File: src/rtl/gf180mcu_bist_pkg.sv
// Shared types and constants for the gf180mcu logic-cell BIST controllers.
package gf180mcu_bist_pkg;

   localparam int unsigned VEC_W   = 3;
   localparam int unsigned ERR_W   = 4;
   localparam int unsigned CNT_W   = 4;
   localparam int unsigned ERR_SAT = 15;
   localparam int unsigned VEC_LAST = (1 << VEC_W) - 1;

   typedef enum logic [1:0] {
      IDLE    = 2'd0,
      SETTLE  = 2'd1,
      CHECK   = 2'd2,
      DONE_ST = 2'd3
   } state_t;

   // Ideal NAND3 response for a {A3,A2,A1} vector.
   function automatic logic nand3_expect(input logic [VEC_W-1:0] vec);
      return ~(&vec);
   endfunction

endpackage

File: src/rtl/gf180mcu_bist_settle_cnt.sv
// Down-counter with synchronous load; tc_c flags a count of zero.
module gf180mcu_bist_settle_cnt #(
   parameter int unsigned WIDTH = 4
) (
   input  logic             clk,
   input  logic             rst_n,
   input  logic             load,
   input  logic [WIDTH-1:0] load_val,
   input  logic             count_en,
   output logic             tc_c
);

   logic [WIDTH-1:0] count;

   always_ff @(posedge clk or negedge rst_n) begin
      if (!rst_n) begin
         count <= '0;
      end else if (load) begin
         count <= load_val;
      end else if (count_en && count != '0) begin
         count <= count - WIDTH'(1);
      end
   end

   assign tc_c = (count == '0);

endmodule

File: src/rtl/gf180mcu_fd_sc_mcu7t5v0__bist_nand3.sv
// BIST controller for a NAND3 cell: sweeps all input vectors, counts ZN
// mismatches and reports the first failing vector.
module gf180mcu_fd_sc_mcu7t5v0__bist_nand3
   import gf180mcu_bist_pkg::*;
#(
   parameter int unsigned SETTLE_CYC = 2,
   parameter int unsigned PASSES     = 1
) (
   input  logic             CLK,
   input  logic             RN,
   input  logic             START,
   input  logic             ZN,
   output logic             A1,
   output logic             A2,
   output logic             A3,
   output logic             BUSY,
   output logic             DONE,
   output logic             PASS,
   output logic [ERR_W-1:0] ERR_CNT,
   output logic [VEC_W-1:0] FAIL_VEC
);

   if (SETTLE_CYC < 1 || SETTLE_CYC > 15) begin : g_bad_settle
      $error("SETTLE_CYC must be in 1..15");
   end
   if (PASSES < 1 || PASSES > 15) begin : g_bad_passes
      $error("PASSES must be in 1..15");
   end

   localparam logic [CNT_W-1:0] SETTLE_LOAD = CNT_W'(SETTLE_CYC - 1);
   localparam logic [CNT_W-1:0] PASS_LAST   = CNT_W'(PASSES - 1);

   state_t           state;
   logic [VEC_W-1:0] vec;
   logic [CNT_W-1:0] pass_cnt;
   logic             settle_load_c;
   logic             settle_en_c;
   logic             settle_tc_c;
   logic             mismatch_c;
   logic             last_vec_c;

   assign {A3, A2, A1} = vec;

   // Four-state compare so an X or Z on ZN is a mismatch.
   assign mismatch_c    = (ZN !== nand3_expect(vec));
   assign last_vec_c    = (vec == VEC_W'(VEC_LAST)) && (pass_cnt == PASS_LAST);
   assign settle_load_c = ((state == IDLE) && START) || (state == CHECK);
   assign settle_en_c   = (state == SETTLE);

   gf180mcu_bist_settle_cnt #(
      .WIDTH(CNT_W)
   ) u_settle_cnt (
      .clk      (CLK),
      .rst_n    (RN),
      .load     (settle_load_c),
      .load_val (SETTLE_LOAD),
      .count_en (settle_en_c),
      .tc_c     (settle_tc_c)
   );

   always_ff @(posedge CLK or negedge RN) begin
      if (!RN) begin
         state    <= IDLE;
         vec      <= '0;
         pass_cnt <= '0;
         BUSY     <= 1'b0;
         DONE     <= 1'b0;
         PASS     <= 1'b0;
         ERR_CNT  <= '0;
         FAIL_VEC <= '0;
      end else begin
         DONE <= 1'b0;
         case (state)
            IDLE: begin
               if (START) begin
                  ERR_CNT  <= '0;
                  FAIL_VEC <= '0;
                  PASS     <= 1'b0;
                  vec      <= '0;
                  pass_cnt <= '0;
                  BUSY     <= 1'b1;
                  state    <= SETTLE;
               end
            end
            SETTLE: begin
               if (settle_tc_c) begin
                  state <= CHECK;
               end
            end
            CHECK: begin
               // ERR_CNT never wraps, so zero means no earlier mismatch this run.
               if (mismatch_c) begin
                  if (ERR_CNT != ERR_W'(ERR_SAT)) begin
                     ERR_CNT <= ERR_CNT + ERR_W'(1);
                  end
                  if (ERR_CNT == '0) begin
                     FAIL_VEC <= vec;
                  end
               end
               if (last_vec_c) begin
                  state <= DONE_ST;
               end else begin
                  vec <= vec + VEC_W'(1);
                  if (vec == VEC_W'(VEC_LAST)) begin
                     pass_cnt <= pass_cnt + CNT_W'(1);
                  end
                  state <= SETTLE;
               end
            end
            DONE_ST: begin
               DONE  <= 1'b1;
               BUSY  <= 1'b0;
               PASS  <= (ERR_CNT == '0);
               vec   <= '0;
               state <= IDLE;
            end
            default: begin
               state <= IDLE;
            end
         endcase
      end
   end

endmodule

File: config.mk
export PLATFORM = sky130hd
export DESIGN_NAME = gf180mcu_fd_sc_mcu7t5v0__bist_nand3
export DESIGN_NICKNAME = d
export VERILOG_FILES = /design/src/rtl/gf180mcu_bist_pkg.sv /design/src/rtl/gf180mcu_bist_settle_cnt.sv /design/src/rtl/gf180mcu_fd_sc_mcu7t5v0__bist_nand3.sv
export SDC_FILE = /design/constraint.sdc
export NUM_CORES = 1
export LEC_CHECK = 0
export CELL_PAD_IN_SITES_DETAIL_PLACEMENT = 1
export CELL_PAD_IN_SITES_GLOBAL_PLACEMENT = 1
export CORE_ASPECT_RATIO = 0.8
export CORE_MARGIN = 5
export CORE_UTILIZATION = 42
export CTS_BUF_LIST = sky130_fd_sc_hd__clkbuf_4 sky130_fd_sc_hd__clkbuf_8 sky130_fd_sc_hd__clkbuf_16
export DETAILED_ROUTE_END_ITERATION = 10
export PLACE_DENSITY_LB_ADDON = 0.1
export SLEW_MARGIN = 40
export SYNTH_ARGS = -nofsm -noshare
export SYNTH_HDL_FRONTEND = slang
export SYNTH_SLANG_ARGS = --single-unit
File: constraint.sdc
create_clock -name CLK -period 2.5 [get_ports CLK]
set_input_delay 0.25 -clock CLK [delete_from_list [all_inputs] [get_ports CLK]]
set_output_delay 0.25 -clock CLK [all_outputs]
set_load 0.02 [all_outputs]
==> metrics.txt, run 1 <==
register area between 500 and 600 sq um; share of flip-flops with an asynchronous set or reset 1.00; top cell types by occurrence after synthesis sky130_fd_sc_hd__dfrtp_1 (23), sky130_fd_sc_hd__inv_1 (11), sky130_fd_sc_hd__a21oi_1 (10); post-CTS sizing 0; average size of a mapped cell 10.0 sq um; Critical Path Start vec[0]; Via-to-Cell Ratio 5.64; critical path peak fanout 9; initial core utilization 0.451; Placed Cells incl. Taps 177; Worst Setup Slack, final approximately 0.54 ns; clock latency on the worst-skew pair 0.26 ns; share of cell area taken by muxes after synthesis 0.0176; CP Data Required Time around 2.7 ns; standard cell core area about 2800 sq um; relative area change from synthesis to final layout 18.1%; final hold violation count 0; floorplan row count 17; class of the most critical hold timing path in -> async; cell count after synthesis about 130; Filler cells between 300 and 400; via total after detailed routing between 1000 and 1500; first-pass iteration count of the detailed router 4; combined area of the multi-input logic cells roughly 630 sq um; clock slew seen by the registers of the worst setup and hold paths about 0.080 ns; TritonCTS clock tree yes; full die area ~4200 sq um; Clock Path Buffers 2; r2r startpoint vec[0]; relative slew slack 0.466; vias in the first global route 1075; Chip Height around 59 um; global route total overflow 0; final clock skew slightly below 0.002 ns; share of synthesized area occupied by flip-flops and latches 0.451; worst setup path end FAIL_VEC[1]; cell at the root of the clock tree sky130_fd_sc_hd__clkbuf_8; floorplan die width roughly 72 um; drt total wl just under 3000 um; netlist area before placement approximately 1300 sq um; largest net degree at the start of global routing 24; number of top-level pins 17; antenna violations before repair 0; total CTS buffers 3; Post-CTS Repair Setup Buffers 0; VDD IR-drop max between 0.5 and 0.6 mV; type of element launching the critical path flip-flop; kind of end point of the critical path flip-flop; outcome finished clean; area share of the leading cell type in the synthesized netlist 0.451; setup-violating endpoint count in the final report 0; cts hold-fix bufs 0; Register-to-Register Setup Slack about 0.54 ns; crit path kind reg -> reg; final net count approximately 160; post-layout minimum cycle time roughly 2.0 ns; worst path arrival time around 2.1 ns; Peak Freq 0.511 GHz; adder-cell share of the synthesized area 0.0686; starting DRC count in detailed routing 57; count of input and output buffers 16; max-cap violations 0; CTS Sinks 23; non-filler cells, final between 150 and 200; actual slew at the worst max-slew pin roughly 0.80 ns; synth top area cells sky130_fd_sc_hd__dfrtp_1 (45%), sky130_fd_sc_hd__ha_1 (6.9%), sky130_fd_sc_hd__a21oi_1 (3.9%); wire length of the first global-routing pass 5210 um; drc violations 0; dominant register cell in the synthesized netlist sky130_fd_sc_hd__dfrtp_1; Overall Global Routing Usage 0.157; share of layout cells above drive strength 1 0.0629; H-tree levels 1; area share of xor/xnor cells in the synthesized design 0.0137; Static Leak between 0.6 and 0.7 nW; total of warnings raised by yosys 0; top cell type by total area after synthesis sky130_fd_sc_hd__dfrtp_1; Power Density 1050 nW/um^2; number of nets in the synthesized netlist around 140; Final Total Pwr 1.59 mW; count of unique library cells instantiated by Yosys 40; Final period util 0.784; cell depth of the worst flop-to-flop path 5; EDFF count, synth 0; flip-flop and latch count after synthesis 23; combinational family with the most area after synthesis compound AO/OA/AOI/OAI gates; sum of negative setup slack 0 ns; per-cell routed wire length ~16 um; final number of max-transition violations 0; Simple-Gate Fraction of Synth Area 0.161; # diodes 0; worst r2r dst FAIL_VEC[1]; Final ANT Viol Nets 0; compound-gate portion of the synthesized area 0.232; setup repair after global routing missed its margin no; final weighted congestion in routability-driven placement between 0.7 and 0.8; estimated wirelength of the detail-placed design about 2100 um; pre-CTS setup slack around 0.56 ns; most frequent cell after synthesis sky130_fd_sc_hd__dfrtp_1
how the worst min path moves through the flow:
stage / start / to / slack, ns / cells after the start
after floorplan: RN / BUSY / -0.05 / 0
after global placement: BUSY / BUSY / 0.51 / 1
after detailed placement: BUSY / BUSY / 0.51 / 1
after CTS: RN / u_settle_cnt.count[2] / 0.35 / 2
after global routing: RN / vec[2] / 0.36 / 2
final: RN / u_settle_cnt.count[3] / 0.34 / 2
metrics by stage:
| stage | hold WS [ns] | util | area (sq um) |
|---|---|---|---|
| after global placement | 0.510 | 0.517 | 1460 |
| after CTS | 0.350 | 0.533 | 1510 |
| after floorplan | -0.0456 | - | 1280 |
| after detailed placement | 0.508 | 0.517 | 1460 |
| after global routing | 0.360 | 0.533 | 1510 |
| final | 0.342 | 0.533 | 1510 |
cells by family (layout without fill, tap and decap cells):
group / Yosys count / after routing
buf+inv: 16 / 32
simple gates: 35 / 35
flops: 23 / 23
fa+ha+maj: 7 / 7
compound gates: 42 / 42
xor+xnor: 2 / 2
mux: 2 / 2
layer usage:
layer,track usage,vias up,wire [um]
li1,-,503,-
met1,0.216,496,1490
met2,0.243,19,1230
met3,0.0508,2,140
met4,0.0322,0,12
met5,0,-,0
cell usage in the layout, fill, tap and decap left out, types with 2 or more instances in the layout:
master | netlist | routed
sky130_fd_sc_hd__a21o_1 | 2 | 2
sky130_fd_sc_hd__clkbuf_8 | 0 | 3
sky130_fd_sc_hd__nand2b_1 | 3 | 3
sky130_fd_sc_hd__a31oi_1 | 4 | 4
sky130_fd_sc_hd__nand2_1 | 6 | 6
sky130_fd_sc_hd__or4_1 | 2 | 2
sky130_fd_sc_hd__inv_1 | 11 | 11
sky130_fd_sc_hd__nor2b_1 | 2 | 2
sky130_fd_sc_hd__nor2_1 | 4 | 4
sky130_fd_sc_hd__o21ai_0 | 5 | 5
sky130_fd_sc_hd__dfrtp_1 | 23 | 23
sky130_fd_sc_hd__nand3_1 | 4 | 4
sky130_fd_sc_hd__and3_1 | 3 | 3
sky130_fd_sc_hd__a21oi_1 | 10 | 10
sky130_fd_sc_hd__nand4_1 | 2 | 2
sky130_fd_sc_hd__o22ai_1 | 2 | 2
sky130_fd_sc_hd__a221o_1 | 3 | 3
sky130_fd_sc_hd__o211ai_1 | 4 | 4
sky130_fd_sc_hd__ha_1 | 7 | 7
sky130_fd_sc_hd__a22o_1 | 4 | 4
sky130_fd_sc_hd__or3_1 | 3 | 3
sky130_fd_sc_hd__nor3b_1 | 2 | 2
sky130_fd_sc_hd__clkdlybuf4s50_1 | 0 | 16
power breakdown:
group / switching, mW / total (mW) / leakage [nW] / internal, mW
Clock: 0.121 / 0.232 / 0.0255 / 0.111
Sequential: 0.137 / 0.619 / 0.305 / 0.482
Combinational: 0.411 / 0.739 / 0.341 / 0.328
Total: 0.669 / 1.59 / 0.671 / 0.921
critical path, cell delays in order (launching register included):
cell and delay [ns]:
sky130_fd_sc_hd__dfrtp_1 0.42, sky130_fd_sc_hd__ha_1 0.21, sky130_fd_sc_hd__ha_1 0.30, sky130_fd_sc_hd__xnor2_1 0.48
sky130_fd_sc_hd__a21oi_1 0.14, sky130_fd_sc_hd__a221o_1 0.29
state kept, by name (all words and copies together), names as in the netlist:
signal and cells:
ERR_CNT 4, PASS 1, DONE 1, state 2
pass_cnt 4, vec 3, BUSY 1, FAIL_VEC 3
u_settle_cnt.count 4
cell type report:
class	count	area share
Sequential cell	23	0.382
Tap cell	38	0.0315
Clock inverter	1	0.00332
Multi-Input combinational cell	88	0.417
Inverter	11	0.0274
Timing Repair Buffer	17	0.111
Clock buffer	3	0.0274
Power figures use the tool's default switching activity.
==> run 2, diff against run 1 <==
Settings changed: CORE_UTILIZATION 42 to 38.
Clock period 2.5 ns to 1.8 ns, I/O delays scaled along.
==> run 2 against run 1 <==
  * First-iteration DRC count grew 8.8%
  * Total power grew 50%
  * Via count grew 7.7%
  * Critical path depth is the same
  * Maximum frequency grew 14%
  * Highest routed layer unchanged
==> metrics.txt, run 2 (synthesis results as in run 1) <==
worst r2r dst ERR_CNT[0] (was FAIL_VEC[1]); final clock skew 0.00682 ns (was 0.00197 ns); global route total overflow 0 (unchanged); Register-to-Register Setup Slack 0.08 ns (was 0.54 ns); critical path peak fanout 4 (was 9); final weighted congestion in routability-driven placement 0.779 (was 0.747); outcome finished clean (unchanged); class of the most critical hold timing path in -> async (unchanged); standard cell core area 3150 sq um (was 2830 sq um); TritonCTS clock tree yes (unchanged); per-cell routed wire length 17.5 um (was 15.9 um); final net count 165 (was 155); actual slew at the worst max-slew pin 0.404 ns (was 0.799 ns); estimated wirelength of the detail-placed design 2430 um (was 2130 um); most frequent standard cell in the layout excluding fill and tap cells sky130_fd_sc_hd__dfrtp_1 (unchanged); Peak Freq 0.580 GHz (was 0.511 GHz); crit path kind reg -> reg (unchanged); post-layout minimum cycle time 1.72 ns (was 1.96 ns); slowest cell on the critical path sky130_fd_sc_hd__dfrtp_2 (was sky130_fd_sc_hd__xnor2_1); floorplan die width 74.8 um (was 71.6 um); worst path arrival time 1.88 ns (was 2.11 ns); final hold violation count 0 (unchanged); number of top-level pins 17 (unchanged); CP peak stage delay 0.43 ns (was 0.48 ns); list of cells traversed by the critical path ha_2 > ha_4 > xor2_2 > a211o_1 > mux2_4 (was ha_1 > ha_1 > xnor2_1 > a21oi_1 > a221o_1); relative area change from synthesis to final layout 26.7% (was 18.1%); delay-heaviest family, CP flip-flops (was adder cells); Final ANT Viol Nets 0 (unchanged); clock latency on the worst-skew pair 0.26 ns (about the same); Chip Height 61.8 um (was 59.3 um); via total after detailed routing 1099 (was 1020); # diodes 0 (unchanged); starting DRC count in detailed routing 62 (was 57); combinational share of power 0.500 (was 0.465); full die area 4620 sq um (was 4250 sq um); Post-CTS Repair Setup Buffers 0 (unchanged); setup repair after global routing missed its margin no (unchanged); Via-to-Cell Ratio 5.69 (was 5.64); final instance area 1620 sq um (was 1510 sq um); post-CTS sizing 0 (unchanged); VDD IR-drop max 0.737 mV (was 0.562 mV); Final period util 0.958 (was 0.784); cell depth of the worst flop-to-flop path 5 (unchanged); share of layout cells above drive strength 1 0.163 (was 0.0629); r2r startpoint vec[0] (unchanged); cell at the root of the clock tree sky130_fd_sc_hd__clkbuf_8 (unchanged); kind of end point of the critical path flip-flop (unchanged); CTS Sinks 23 (unchanged); H-tree levels 1 (unchanged); pre-CTS setup slack 0.0309 ns (was 0.565 ns); sum of negative setup slack 0 ns (unchanged); fraction of power spent switching nets 0.411 (was 0.421); initial core utilization 0.405 (was 0.451); Clock Path Buffers 2 (unchanged); largest net degree at the start of global routing 24 (unchanged); part of the total power dissipated in the clock network 0.142 (was 0.146); setup-violating endpoint count in the final report 0 (unchanged); commonest cells after routing, fill and taps aside sky130_fd_sc_hd__dfrtp_1 (21), sky130_fd_sc_hd__clkdlybuf4s50_1 (16), sky130_fd_sc_hd__inv_1 (11), sky130_fd_sc_hd__buf_4 (11), sky130_fd_sc_hd__a21oi_1 (10) (was sky130_fd_sc_hd__dfrtp_1 (23), sky130_fd_sc_hd__clkdlybuf4s50_1 (16), sky130_fd_sc_hd__inv_1 (11)); wire length of the first global-routing pass 5610 um (was 5210 um); count of input and output buffers 16 (unchanged); first-pass iteration count of the detailed router 4 (unchanged); Power Density 1480 nW/um^2 (was 1050 nW/um^2); part of the total power dissipated in sequential elements 0.358 (was 0.389); antenna violations before repair 0 (unchanged); final number of max-transition violations 0 (unchanged); clock slew seen by the registers of the worst setup and hold paths 0.08 ns (about the same); CP Data Required Time 1.96 ns (was 2.65 ns); drc violations 0 (unchanged); drt total wl 3370 um (was 2880 um); floorplan row count 18 (was 17); Overall Global Routing Usage 0.161 (was 0.157); max-cap violations 0 (unchanged); Regs by FF count ERR_CNT (4), pass_cnt (4), u_settle_cnt.count (4) (unchanged); Cell Area, Placed 1540 sq um (was 1460 sq um); total CTS buffers 3 (unchanged); Static Leak 0.714 nW (was 0.671 nW); buffers plus inverters on the worst setup path 0 (unchanged); Worst Setup Slack, final 0.0755 ns (was 0.541 ns); type of element launching the critical path flip-flop (unchanged); relative slew slack 0.729 (was 0.466); Psw 0.981 mW (was 0.669 mW); cts hold-fix bufs 0 (unchanged); internal power 1.41 mW (was 0.921 mW); vias in the first global route 1170 (was 1075)
==> run 2: area by class of cell <==
cell class | instances | area [sq um]
multi-input combinational | 88 | 656
tap | 40 | 50.0
sequential | 23 | 578
inverter | 11 | 41.3
clock buffer | 4 | 48.8
timing repair buffer | 27 | 243
fill | 359 | 1540
==> run 2: routing by layer <==
layer,up-vias,routed length [um],GRT usage,share of wire
li1,521,-,-,-
met1,542,1590,0.213,0.47
met2,27,1540,0.257,0.46
met3,9,186,0.0498,0.055
met4,0,57,0.0508,0.017
met5,-,0,0,0
==> run 2: power groups by stage <==
stage               logic, mW  clock network [mW]  registers, mW
floorplan               0.591                   0          0.931
global placement         1.14                   0          0.841
detailed placement       1.18                   0          0.858
CTS                      1.19               0.357          0.854
global route             1.31               0.381          0.885
finish                   1.19               0.338          0.856
==> run 2: worst max path at each step <==
stage / from / endpoint / slack (ns) / cells after the start
floorplan: vec[0] / ERR_CNT[0] / 0.006 / 6
global placement: vec[0] / ERR_CNT[0] / 0.09 / 5
detailed placement: vec[0] / ERR_CNT[0] / 0.03 / 5
CTS: vec[0] / ERR_CNT[0] / 0.02 / 5
global route: vec[0] / ERR_CNT[0] / 0.04 / 5
finish: vec[0] / ERR_CNT[0] / 0.08 / 5
==> run 2: through the flow <==
stage                     utilization  hold WS, ns  total power, mW  instances
after floorplan                     -       -0.116             1.52        127
after global placement          0.490        0.496             1.98        189
after detailed placement        0.490        0.529             2.04        189
after CTS                       0.505        0.284             2.40        193
after global routing            0.513        0.307             2.57        193
final                           0.513        0.276             2.39        193
